**src/rtl/json_scalar_encoder_if.sv**
```systemverilog
// Command/byte-stream bundle for json_scalar_encoder: scalar command in,
// ASCII byte stream out, each with a valid/ready handshake.
interface json_scalar_encoder_if #(
  parameter int WIDTH = 32
);
  logic             in_valid;
  logic             in_ready;
  logic [1:0]       in_kind;
  logic [WIDTH-1:0] in_value;
  logic             out_valid;
  logic             out_ready;
  logic [7:0]       out_data;
  logic             out_last;

  modport master (
    output in_valid, in_kind, in_value, out_ready,
    input  in_ready, out_valid, out_data, out_last
  );

  modport slave (
    input  in_valid, in_kind, in_value, out_ready,
    output in_ready, out_valid, out_data, out_last
  );
endinterface

```
**src/rtl/json_scalar_encoder.sv**
```systemverilog
// Encodes one JSON scalar (signed integer, true, false, null) as an ASCII
// byte stream; integers go through a serial double-dabble BCD conversion.
module json_scalar_encoder #(
  parameter int WIDTH = 32
) (
  input  logic                  clk,
  input  logic                  rst_n,
  json_scalar_encoder_if.slave  bus,
  output logic                  busy
);
  localparam int NDIG = (WIDTH * 30103 + 99999) / 100000;
  localparam int BW   = NDIG * 4;
  localparam int CW   = $clog2(WIDTH + 1);
  localparam int IW   = (NDIG > 8) ? $clog2(NDIG) : 3;

  localparam logic [1:0] K_INT   = 2'd0;
  localparam logic [1:0] K_TRUE  = 2'd1;
  localparam logic [1:0] K_FALSE = 2'd2;

  typedef enum logic [2:0] {IDLE, CONV, EMIT_SIGN, EMIT_DIG, EMIT_LIT} state_t;

  state_t           state_q, state_d;
  logic [WIDTH-1:0] mag_q, mag_d;
  logic             neg_q, neg_d;
  logic [BW-1:0]    bcd_q, bcd_d;
  logic [CW-1:0]    cnt_q, cnt_d;
  logic [IW-1:0]    idx_q, idx_d;
  logic [1:0]       kind_q, kind_d;

  logic [BW-1:0]    bcd_adj;
  logic [IW-1:0]    lead;
  logic             lit_last;

  function automatic logic [7:0] lit_byte(input logic [1:0] k, input logic [IW-1:0] i);
    int unsigned n;
    n = int'(i);
    if (k == K_TRUE) begin
      case (n)
        0: return "t";
        1: return "r";
        2: return "u";
        default: return "e";
      endcase
    end else if (k == K_FALSE) begin
      case (n)
        0: return "f";
        1: return "a";
        2: return "l";
        3: return "s";
        default: return "e";
      endcase
    end else begin
      case (n)
        0: return "n";
        1: return "u";
        default: return "l";
      endcase
    end
  endfunction

  // Add-3 correction per digit, and position of the most significant
  // non-zero digit (0 when the value is zero so a single '0' is emitted).
  always_comb begin
    bcd_adj = '0;
    lead    = '0;
    for (int unsigned i = 0; i < NDIG; i++) begin
      bcd_adj[i*4 +: 4] = (bcd_q[i*4 +: 4] >= 4'd5) ? bcd_q[i*4 +: 4] + 4'd3
                                                    : bcd_q[i*4 +: 4];
      if (bcd_q[i*4 +: 4] != 4'd0) lead = IW'(i);
    end
  end

  assign lit_last = (kind_q == K_FALSE) ? (idx_q == IW'(4)) : (idx_q == IW'(3));

  always_comb begin
    state_d       = state_q;
    mag_d         = mag_q;
    neg_d         = neg_q;
    bcd_d         = bcd_q;
    cnt_d         = cnt_q;
    idx_d         = idx_q;
    kind_d        = kind_q;
    bus.in_ready  = 1'b0;
    bus.out_valid = 1'b0;
    bus.out_data  = '0;
    bus.out_last  = 1'b0;
    case (state_q)
      IDLE: begin
        bus.in_ready = 1'b1;
        if (bus.in_valid) begin
          kind_d = bus.in_kind;
          idx_d  = '0;
          cnt_d  = '0;
          bcd_d  = '0;
          if (bus.in_kind == K_INT) begin
            neg_d   = bus.in_value[WIDTH-1];
            mag_d   = bus.in_value[WIDTH-1] ? (~bus.in_value + 1'b1) : bus.in_value;
            state_d = CONV;
          end else begin
            state_d = EMIT_LIT;
          end
        end
      end
      // WIDTH shift cycles, then one cycle to latch the leading-digit index.
      CONV: begin
        if (cnt_q == CW'(WIDTH)) begin
          idx_d   = lead;
          state_d = neg_q ? EMIT_SIGN : EMIT_DIG;
        end else begin
          bcd_d = {bcd_adj[BW-2:0], mag_q[WIDTH-1]};
          mag_d = {mag_q[WIDTH-2:0], 1'b0};
          cnt_d = cnt_q + 1'b1;
        end
      end
      EMIT_SIGN: begin
        bus.out_valid = 1'b1;
        bus.out_data  = 8'h2D;
        if (bus.out_ready) state_d = EMIT_DIG;
      end
      EMIT_DIG: begin
        bus.out_valid = 1'b1;
        bus.out_data  = 8'h30 + {4'h0, bcd_q[{idx_q, 2'b00} +: 4]};
        bus.out_last  = (idx_q == '0);
        if (bus.out_ready) begin
          if (idx_q == '0) state_d = IDLE;
          else             idx_d   = idx_q - 1'b1;
        end
      end
      EMIT_LIT: begin
        bus.out_valid = 1'b1;
        bus.out_data  = lit_byte(kind_q, idx_q);
        bus.out_last  = lit_last;
        if (bus.out_ready) begin
          if (lit_last) state_d = IDLE;
          else          idx_d   = idx_q + 1'b1;
        end
      end
      default: state_d = IDLE;
    endcase
  end

  always_ff @(posedge clk or negedge rst_n) begin
    if (!rst_n) begin
      state_q <= IDLE;
      mag_q   <= '0;
      neg_q   <= 1'b0;
      bcd_q   <= '0;
      cnt_q   <= '0;
      idx_q   <= '0;
      kind_q  <= '0;
    end else begin
      state_q <= state_d;
      mag_q   <= mag_d;
      neg_q   <= neg_d;
      bcd_q   <= bcd_d;
      cnt_q   <= cnt_d;
      idx_q   <= idx_d;
      kind_q  <= kind_d;
    end
  end

  assign busy = (state_q != IDLE);
endmodule
```
**src/flat_wrapper.sv**
```systemverilog
// flat-port wrapper written by rule: the top's interface ports become plain ports
module json_scalar_encoder_flat 
#(
  parameter int WIDTH = 32
)
  (clk, rst_n, busy, bus_in_valid, bus_in_kind, bus_in_value, bus_out_ready, bus_in_ready, bus_out_valid, bus_out_data, bus_out_last);
  json_scalar_encoder_if #(.WIDTH(WIDTH)) bus_i ();
  input  logic clk;
  input  logic rst_n;
  output logic busy;
  input wire logic [$bits(bus_i.in_valid)-1:0] bus_in_valid;
  input wire logic [$bits(bus_i.in_kind)-1:0] bus_in_kind;
  input wire logic [$bits(bus_i.in_value)-1:0] bus_in_value;
  input wire logic [$bits(bus_i.out_ready)-1:0] bus_out_ready;
  output wire logic [$bits(bus_i.in_ready)-1:0] bus_in_ready;
  output wire logic [$bits(bus_i.out_valid)-1:0] bus_out_valid;
  output wire logic [$bits(bus_i.out_data)-1:0] bus_out_data;
  output wire logic [$bits(bus_i.out_last)-1:0] bus_out_last;
  assign bus_i.in_valid = bus_in_valid;
  assign bus_i.in_kind = bus_in_kind;
  assign bus_i.in_value = bus_in_value;
  assign bus_i.out_ready = bus_out_ready;
  assign bus_in_ready = bus_i.in_ready;
  assign bus_out_valid = bus_i.out_valid;
  assign bus_out_data = bus_i.out_data;
  assign bus_out_last = bus_i.out_last;
  json_scalar_encoder #(.WIDTH(WIDTH)) u_core (.clk(clk), .rst_n(rst_n), .bus(bus_i), .busy(busy));
endmodule
```
**config.mk**
```make
export PLATFORM = sky130hd
export DESIGN_NAME = json_scalar_encoder_flat
export DESIGN_NICKNAME = d
export VERILOG_FILES = /design/src/rtl/json_scalar_encoder_if.sv /design/src/rtl/json_scalar_encoder.sv /design/src/flat_wrapper.sv
export SDC_FILE = /design/constraint.sdc
export NUM_CORES = 1
export LEC_CHECK = 0
export ABC_AREA = 1
export CELL_PAD_IN_SITES_DETAIL_PLACEMENT = 0
export CELL_PAD_IN_SITES_GLOBAL_PLACEMENT = 1
export CORE_MARGIN = 3
export CORE_UTILIZATION = 52
export CTS_BUF_LIST = sky130_fd_sc_hd__clkbuf_8
export DETAILED_ROUTE_END_ITERATION = 8
export DONT_BUFFER_PORTS = 1
export HOLD_SLACK_MARGIN = 0.06
export PLACE_DENSITY = 0.87
export SKIP_CTS_REPAIR_TIMING = 1
export SYNTH_ARGS = -nofsm -noshare
export SYNTH_HDL_FRONTEND = slang
export SYNTH_SLANG_ARGS = --single-unit
```
**constraint.sdc**
```tcl
create_clock -name clk -period 3.3 [get_ports clk]
set_clock_uncertainty 0.05 [all_clocks]
set_input_delay 0.495 -clock clk [delete_from_list [all_inputs] [get_ports clk]]
set_output_delay 0.495 -clock clk [all_outputs]
set_load 0.01 [all_outputs]
```
# After elaboration in Yosys (flattened, before gate mapping)
# Index checks and enable logic that the tools add are counted.
[classes]
addsub = 15
magnitude_cmp = 10
eq_ne = 22
shift = 1
muxes = 57
bitwise_logic = 1
n_reduce_logical = 22
[ops]
columns = ["cell", "count"]
rows = [
  ["$mux 32", 4],
  ["$mux 4", 23],
  ["$mux 40", 2],
  ["$pmux 40 s2", 1],
  ["$pmux 32 s2", 1],
  ["$ge 4x3->1 const B", 10],
  ["$reduce_bool 4->1", 10],
  ["$shiftx 40x7->4", 1],
  ["$add 4x2->4 const B", 9],
  ["$add 32x1->32 const B", 1],
  ["$not 32->32", 1],
  ["$mux 3", 9],
  ["$pmux 8 s3", 1],
  ["$pmux 5 s4", 1],
  ["$mux 8", 2],
  ["$pmux 4 s4", 1],
  ["$pmux 3 s5", 1],
  ["$pmux 5 s3", 1],
  ["$ne 2x2->1 const B", 7],
  ["$reduce_and 7->1", 2],
  ["$mux 6", 2],
  ["$pmux 6 s2", 1],
  ["$pmux 5 s2", 1],
  ["$eq 4x2->1 const B", 2],
  ["25 further kinds", 34],
]
[totals]
ff_bits = 88
input_bits = 38
output_inout_bits = 12
wordCells = 135

# Logic depth before layout (Yosys ltp)
# Gate-level depths: netlist of the first run.
[depth]
depth_word = 12
ltp_mapped = 14

# Worst setup path before layout of the first run
# OpenSTA, ideal clock, no wires.
[synth_path]
path_kind = "flip-flop to output port"
from = "register u_core.idx_q[0]"
to = "output port bus_out_data[3]"
arrival_time_ns = 1.806
slack_ns = 0.949
stages_incl_launch_ff = 8
path_cell_list = "dfrtp_1 clkinv_1 clkbuf_1 ha_1 inv_1 nor2_1 o22ai_1 o311ai_0"
[synth_via]
elab_chain_cells = 5
elab_cells_between_ends = 11
cone_classes = "1 x add/sub; 3 x eq/ne; 1 x shift; 5 x mux; 1 x reduce/logical"
[synth_rtl]
columns = ["element", "line", "text"]
rows = [
  ["start: declaration", "json_scalar_encoder.sv:27", "logic [IW-1:0] idx_q, idx_d;"],
  ["start signal: assignment", "json_scalar_encoder.sv:157", "idx_q <= idx_d;"],
  ["branches (longest 4 deep; another with $add 6x4->7)", "--", ""],
  ["$pmux 8 s3 (*)", "json_scalar_encoder.sv:87", "case (state_q)"],
  ["end: declaration", "flat_wrapper.sv:17", "output wire logic [$bits(bus_i.out_data)-1:0] bus_out_data;"],
]
# Mark *: on every way between the ends.

# Worst setup path after layout of the first run
[layout_path]
from = "register u_core.idx_q[1]"
to = "output port bus_out_data[3]"
# Same word-level chain as after synthesis.

==> flow_summary.json, run 1 <==
{
  "status": "finished, final reports clean",
  "p_switching_mw": 2.394,
  "post_drt_wl_per_cell_um": 14.18,
  "cp.arrival_ns": 2.51,
  "hold_class": "in2reg",
  "overflow": 0,
  "comb_power_share": 0.511,
  "numCtsBuffers": 9,
  "wl_met2_um": 7329,
  "power_density_mw_per_mm2": 719.6,
  "rsz0062_at_grt": "no",
  "io_pins": 50,
  "setup_tns_ns": 0,
  "worst_slew_pin_slew_ns": 0.7500,
  "drtPass1Iterations": 5,
  "critPathBufInv": 1,
  "rr_endpoint": "u_core.bcd_q[28]$_DFFE_PN0P_",
  "antenna_found_initial": 0,
  "clkPwrFrac": 0.165,
  "hold_path_depth": 2,
  "synth_top_area_cell": "dfrtp_1",
  "path_clk_slew_ns": 0.10,
  "ys_seq_area_frac": 0.3396,
  "reg2reg_setup_slack_ns": 0.77,
  "setup_viol": 0,
  "grt_pass1_vias": 5799,
  "drtAntennaViolNets": 0,
  "ys_types": 46,
  "p_int_mw": 2.516,
  "ys_ff_latch": 88,
  "synth_edf_count": 0,
  "cpPeakStageDelay_ns": 0.65,
  "drtIter0Drc": 452,
  "vias_per_cell": 5.521,
  "syn_nets": 1022,
  "synthesis.area_mm2": 0.006484,
  "slew_viol_final": 0,
  "synth_top_area_share": 0.3396,
  "fp.dieH_um": 117.7,
  "core_area_mm2": 0.01211,
  "die_area_mm2": 0.01385,
  "num_rows": 40,
  "clockBufferDepth": 2,
  "cp_slowest_cell": "dfrtp_1",
  "chipWidth_um": 117.7,
  "start_util": 0.5353,
  "finalCriticalPeriod_ns": 3.052,
  "grt_pass1_wl_um": 26880,
  "portBuffers": 0,
  "tritoncts": "done",
  "cts_sinks": 88,
  "relSlewSlack": 0.4937,
  "timing.hold.ws_ns": 0.1971,
  "syn_area_per_cell_um2": 6.782,
  "start_kind": "flip-flop",
  "hold-path-endpoint": "u_core.kind_q[0]$_DFFE_PN0P_",
  "min_from": "bus_in_kind[0]",
  "finalHoldViolCount": 0,
  "critical-path-top-delay-family": "compound AO/OA/AOI/OAI gates",
  "crit_chain": "inv_1 -> ha_1 -> nand3_1 -> o22ai_1 -> o311ai_0",
  "post-route-period-util": 0.9250,
  "vdd_ir_drop_max_v": 0.0004414,
  "grtUsageTotal": 0.2322,
  "drcViolationCount": 0,
  "antennaDiodeCount": 0,
  "dr.max_layer_used": "met4",
  "endpoint_kind": "primary output",
  "max_cap_viol_count": 0,
  "crit_fanout": 14,
  "dp_cells": 1095,
  "path_class": "reg2out",
  "clk_latency_ns": 0.37,
  "route.met3.wl_um": 716,
  "leakage_nw": 3.297,
  "reg2reg_depth": 6,
  "vias": 6145,
  "drt-total-wl_um": 15790,
  "cts_root_buffer": "clkbuf_8",
  "stdcell_count": 1113,
  "m1WireLength_um": 7252,
  "fmax_mhz": 327.6,
  "r2r_start": "u_core.state_q[1]$_DFFE_PN0P_",
  "synth_warnings": 0,
  "seq_power_share": 0.324,
  "synthCells": 956,
  "area_growth_pct": 5.230,
  "gp_congestion": 0.9194,
  "dp_hpwl_um": 11600,
  "htree_levels": 3,
  "drive_above_1_share": 0.04762,
  "synthArstFlopShare": 1.000,
  "synth_area_leaders": "dfrtp_1, nand2_1, o21ai_0",
  "grt_max_degree": 89,
  "critPathRequiredTime_ns": 2.75,
  "swShare": 0.4876,
  "ys.flop_type": "dfrtp_1",
  "final_nets": 1006
}
==> layout by cell type, fill, tap and decap left out, types with 2 or more instances in the layout <==
cell type	Yosys	final
a211oi_1	2	2
a21oi_1	66	66
a22oi_1	2	2
a31oi_1	3	3
buf_4	5	7
clkbuf_8	0	9
clkinv_1	3	3
dfrtp_1	88	88
ha_1	28	28
inv_1	113	113
inv_2	4	4
inv_6	0	3
inv_8	0	2
nand2_1	221	221
nand3_1	64	64
nand4_1	13	13
nor2_1	99	99
nor2_2	2	2
nor2_4	2	2
nor3_1	10	10
nor3_2	3	3
o2111ai_1	8	8
o211ai_1	13	13
o21a_1	2	2
o21ai_0	114	114
o21ai_1	7	7
o21bai_1	2	2
o22ai_1	5	5
o31ai_1	3	3
o41ai_1	7	7
or2_2	6	6
xnor2_1	3	3
xor2_1	15	15
==> registers in the layout (all words and copies together) (netlist names) <==
signal / count
u_core.bcd_q: 40
u_core.state_q: 3
u_core.neg_q: 1
u_core.kind_q: 2
u_core.mag_q: 32
u_core.idx_q: 4
u_core.cnt_q: 6
==> area by class of cell <==
class | count | area, µm²
Inverter | 121 | 456.7
Clock inverter | 7 | 86.33
Tap cell | 168 | 210.2
Timing Repair Buffer | 9 | 90.09
Sequential cell | 88 | 2202
Clock buffer | 9 | 123.9
Fill cell | 1209 | 5289
Multi-Input combinational cell | 711 | 3654
==> Yosys cell counts, types with 5 or more instances <==
library cell  instances
inv_1               113
o41ai_1               7
xor2_1               15
o22ai_1               5
nor2_1               99
buf_4                 5
nand2_1             221
ha_1                 28
o2111ai_1             8
a21oi_1              66
o21ai_0             114
o21ai_1               7
or2_2                 6
o211ai_1             13
dfrtp_1              88
nand3_1              64
buf_2                 8
clkbuf_1             21
nor3_1               10
nand4_1              13
==> cell families after synthesis <==
logic type      count (synthesis)  synth area share
simple gates                  426            0.2777
compound gates                238            0.2069
buf+inv                       157           0.09687
flops                          88            0.3396
fa+ha+maj                      28           0.05403
xor+xnor                       18           0.02432
other cells                     1         0.0005784
==> layer usage <==
layer / track usage / vias up
met5: 0 / -
met4: 0.09231 / 0
met3: 0.04229 / 34
met2: 0.3802 / 166
met1: 0.3051 / 2813
li1: - / 3132
==> worst max-delay path by stage <==
stage	startpoint	cells after the start	end	slack [ns]
2_1_floorplan	u_core.idx_q[0]$_DFFE_PN0P_	7	bus_out_data[3]	0.95
3_3_place_gp	u_core.idx_q[1]$_DFFE_PN0P_	5	bus_out_data[3]	0.77
3_5_place_dp	u_core.idx_q[1]$_DFFE_PN0P_	5	bus_out_data[3]	0.68
4_1_cts	u_core.idx_q[1]$_DFFE_PN0P_	5	bus_out_data[3]	0.26
5_1_grt	u_core.idx_q[1]$_DFFE_PN0P_	6	bus_out_data[4]	0.1
6_report	u_core.idx_q[1]$_DFFE_PN0P_	5	bus_out_data[3]	0.25
==> worst reg2reg max path: cells and delay by family (launching register included) <==
| kind | cells | cell delay (ns) |
|---|---|---|
| buffers and inverters | 2 | 0.90 |
| AND/OR/NAND/NOR | 3 | 0.71 |
| flip-flops | 1 | 0.43 |
| AO/OA/AOI/OAI | 1 | 0.34 |
==> metrics by stage <==
step             util  cell area [µm²]  power, mW  setup WS, ns
2_1_floorplan       -             6484      3.591        0.9491
6_report       0.5633             6823      4.910        0.2476
5_1_grt        0.5633             6823      5.416       0.09558
3_3_place_gp   0.5429             6575      4.034        0.7750
3_5_place_dp   0.5429             6575      4.101        0.6784
4_1_cts        0.5602             6785      4.920        0.2598
==> power groups by stage <==
stage                     Combinational, mW  Clock (mW)  Sequential (mW)
final                                  2.51       0.809             1.59
after global routing                   2.90       0.888             1.63
after CTS                              2.50       0.833             1.59
after detailed placement               2.49           0             1.61
after global placement                 2.44           0             1.60
after floorplan                        2.05           0             1.54
Note: power is estimated with default switching activity, not from simulation.
==> run 2, diff against run 1 <==
- PLACE_DENSITY: 0.87 -> 0.89
==> run 2 against run 1 <==
Effect of this change: register-to-register slack hardly changed; clock power grew 11%; global-route usage is 0.62 points higher; worst setup slack better by 0.11 ns; critical path type unchanged; critical endpoint unchanged; largest power group unchanged.
==> flow_summary.json, run 2 (synthesized netlist as in run 1, its figures left out) <==
{
  "hold_class": "in2reg",
  "fmax_mhz": 340.2,
  "setup_viol": 0,
  "start_util": 0.5353,
  "post_drt_wl_per_cell_um": 14.81,
  "num-fill-cells": 1228,
  "crit_fanout": 14,
  "num_rows": 40,
  "path_class": "reg2out",
  "core_area_mm2": 0.01211,
  "htree_levels": 3,
  "hold-path-endpoint": "u_core.kind_q[1]$_DFFE_PN0P_",
  "cp.arrival_ns": 2.39,
  "drt-total-wl_um": 16450,
  "slew_viol_final": 0,
  "portBuffers": 0,
  "r2r_start": "u_core.idx_q[1]$_DFFE_PN0P_",
  "endpoint_kind": "primary output",
  "max_cap_viol_count": 0,
  "regMostFlops": "u_core.bcd_q",
  "rr_endpoint": "u_core.idx_q[1]$_DFFE_PN0P_",
  "critPathRequiredTime_ns": 2.75,
  "vdd_ir_drop_max_v": 0.0003787,
  "antennaDiodeCount": 0,
  "hold_path_depth": 2,
  "reg2reg_setup_slack_ns": 0.77,
  "min_from": "bus_in_kind[1]",
  "clk_latency_ns": 0.38,
  "largest_reg_flops": 40,
  "start_kind": "flip-flop",
  "drcViolationCount": 0,
  "post-route-period-util": 0.8906,
  "antenna_found_initial": 0,
  "numCtsBuffers": 9,
  "mostFrequentLayoutCell": "nand2_1",
  "drive_above_1_share": 0.04560,
  "final_nets": 1004,
  "drtIter0Drc": 497,
  "final_cell_mix": "nand2_1, o21ai_0, inv_1",
  "grt_pass1_vias": 5968,
  "overflow": 0,
  "area_growth_pct": 5.384,
  "chipWidth_um": 117.7,
  "drtAntennaViolNets": 0,
  "power_density_mw_per_mm2": 734.1,
  "vias_per_cell": 5.576,
  "gp_congestion": 0.8994,
  "cts_sinks": 88,
  "cts_root_buffer": "clkbuf_8",
  "finalCriticalPeriod_ns": 2.939,
  "grt_pass1_wl_um": 27570,
  "reg.largest.list": "u_core.bcd_q (40), u_core.mag_q (32), u_core.cnt_q (6)",
  "fp.dieH_um": 117.7,
  "drtPass1Iterations": 5,
  "finalHoldViolCount": 0,
  "io_pins": 50,
  "tritoncts": "done",
  "die_area_mm2": 0.01385,
  "dp_hpwl_um": 11970,
  "grt_max_degree": 89,
  "power_mw": 5.016,
  "path_clk_slew_ns": 0.10,
  "leakage_nw": 3.303,
  "clockBufferDepth": 2,
  "rsz0062_at_grt": "no",
  "relSlewSlack": 0.5352,
  "reg2reg_depth": 9,
  "grtUsageTotal": 0.2383,
  "vias": 6195,
  "setup_tns_ns": 0,
  "worst_slew_pin_slew_ns": 0.6972,
  "status": "finished, final reports clean"
}
run 2: final cells by class:
cell class,count,area [µm²],share of cell area
clock inverter,7,111.4,0.01630
inverter,121,456.7,0.06684
clock buffer,9,123.9,0.01813
multi-input combinational,711,3654,0.5347
sequential,88,2202,0.3223
tap,168,210.2,0.03076
timing repair buffer,7,75.07,0.01099
run 2: report_power, final:
group / internal (mW) / switching, mW
Sequential: 1.38 / 0.223
Clock: 0.447 / 0.452
Combinational: 0.749 / 1.77
Total: 2.57 / 2.44
run 2: through the flow:
step,setup WS (ns),instance area (µm²),cells,hold WS [ns],util
floorplan,0.9491,6484,956,0.1494,-
global placement,0.8324,6560,1093,0.1518,0.5416
detailed placement,0.8142,6560,1093,0.1519,0.5416
CTS,0.3707,6795,1109,-0.2711,0.5611
global route,0.1741,6833,1111,0.1874,0.5642
finish,0.3609,6833,1111,0.1925,0.5642
run 2: worst max-delay path by stage:
stage | startpoint | end
6_report | u_core.idx_q[1]$_DFFE_PN0P_ | bus_out_data[3]
5_1_grt | u_core.idx_q[1]$_DFFE_PN0P_ | bus_out_last
4_1_cts | u_core.idx_q[1]$_DFFE_PN0P_ | bus_out_data[3]
3_5_place_dp | u_core.idx_q[1]$_DFFE_PN0P_ | bus_out_data[3]
3_3_place_gp | u_core.idx_q[1]$_DFFE_PN0P_ | bus_out_data[3]
2_1_floorplan | u_core.idx_q[0]$_DFFE_PN0P_ | bus_out_data[3]
run 2: critical path, cell delays in order (launching register included):
cell and delay (ns):
dfrtp_1 0.66, inv_1 0.32, ha_1 0.30, nand3_1 0.11
o22ai_1 0.08, o311ai_0 0.55
run 2: routing by layer:
metal | routed length (µm) | vias to the layer above | share of wire | GRT usage
li1 | - | 3126 | - | -
met1 | 7189 | 2867 | 0.44 | 0.3014
met2 | 8028 | 179 | 0.49 | 0.4129
met3 | 856 | 23 | 0.052 | 0.04181
met4 | 378 | 0 | 0.023 | 0.07912
met5 | 0 | - | 0 | 0
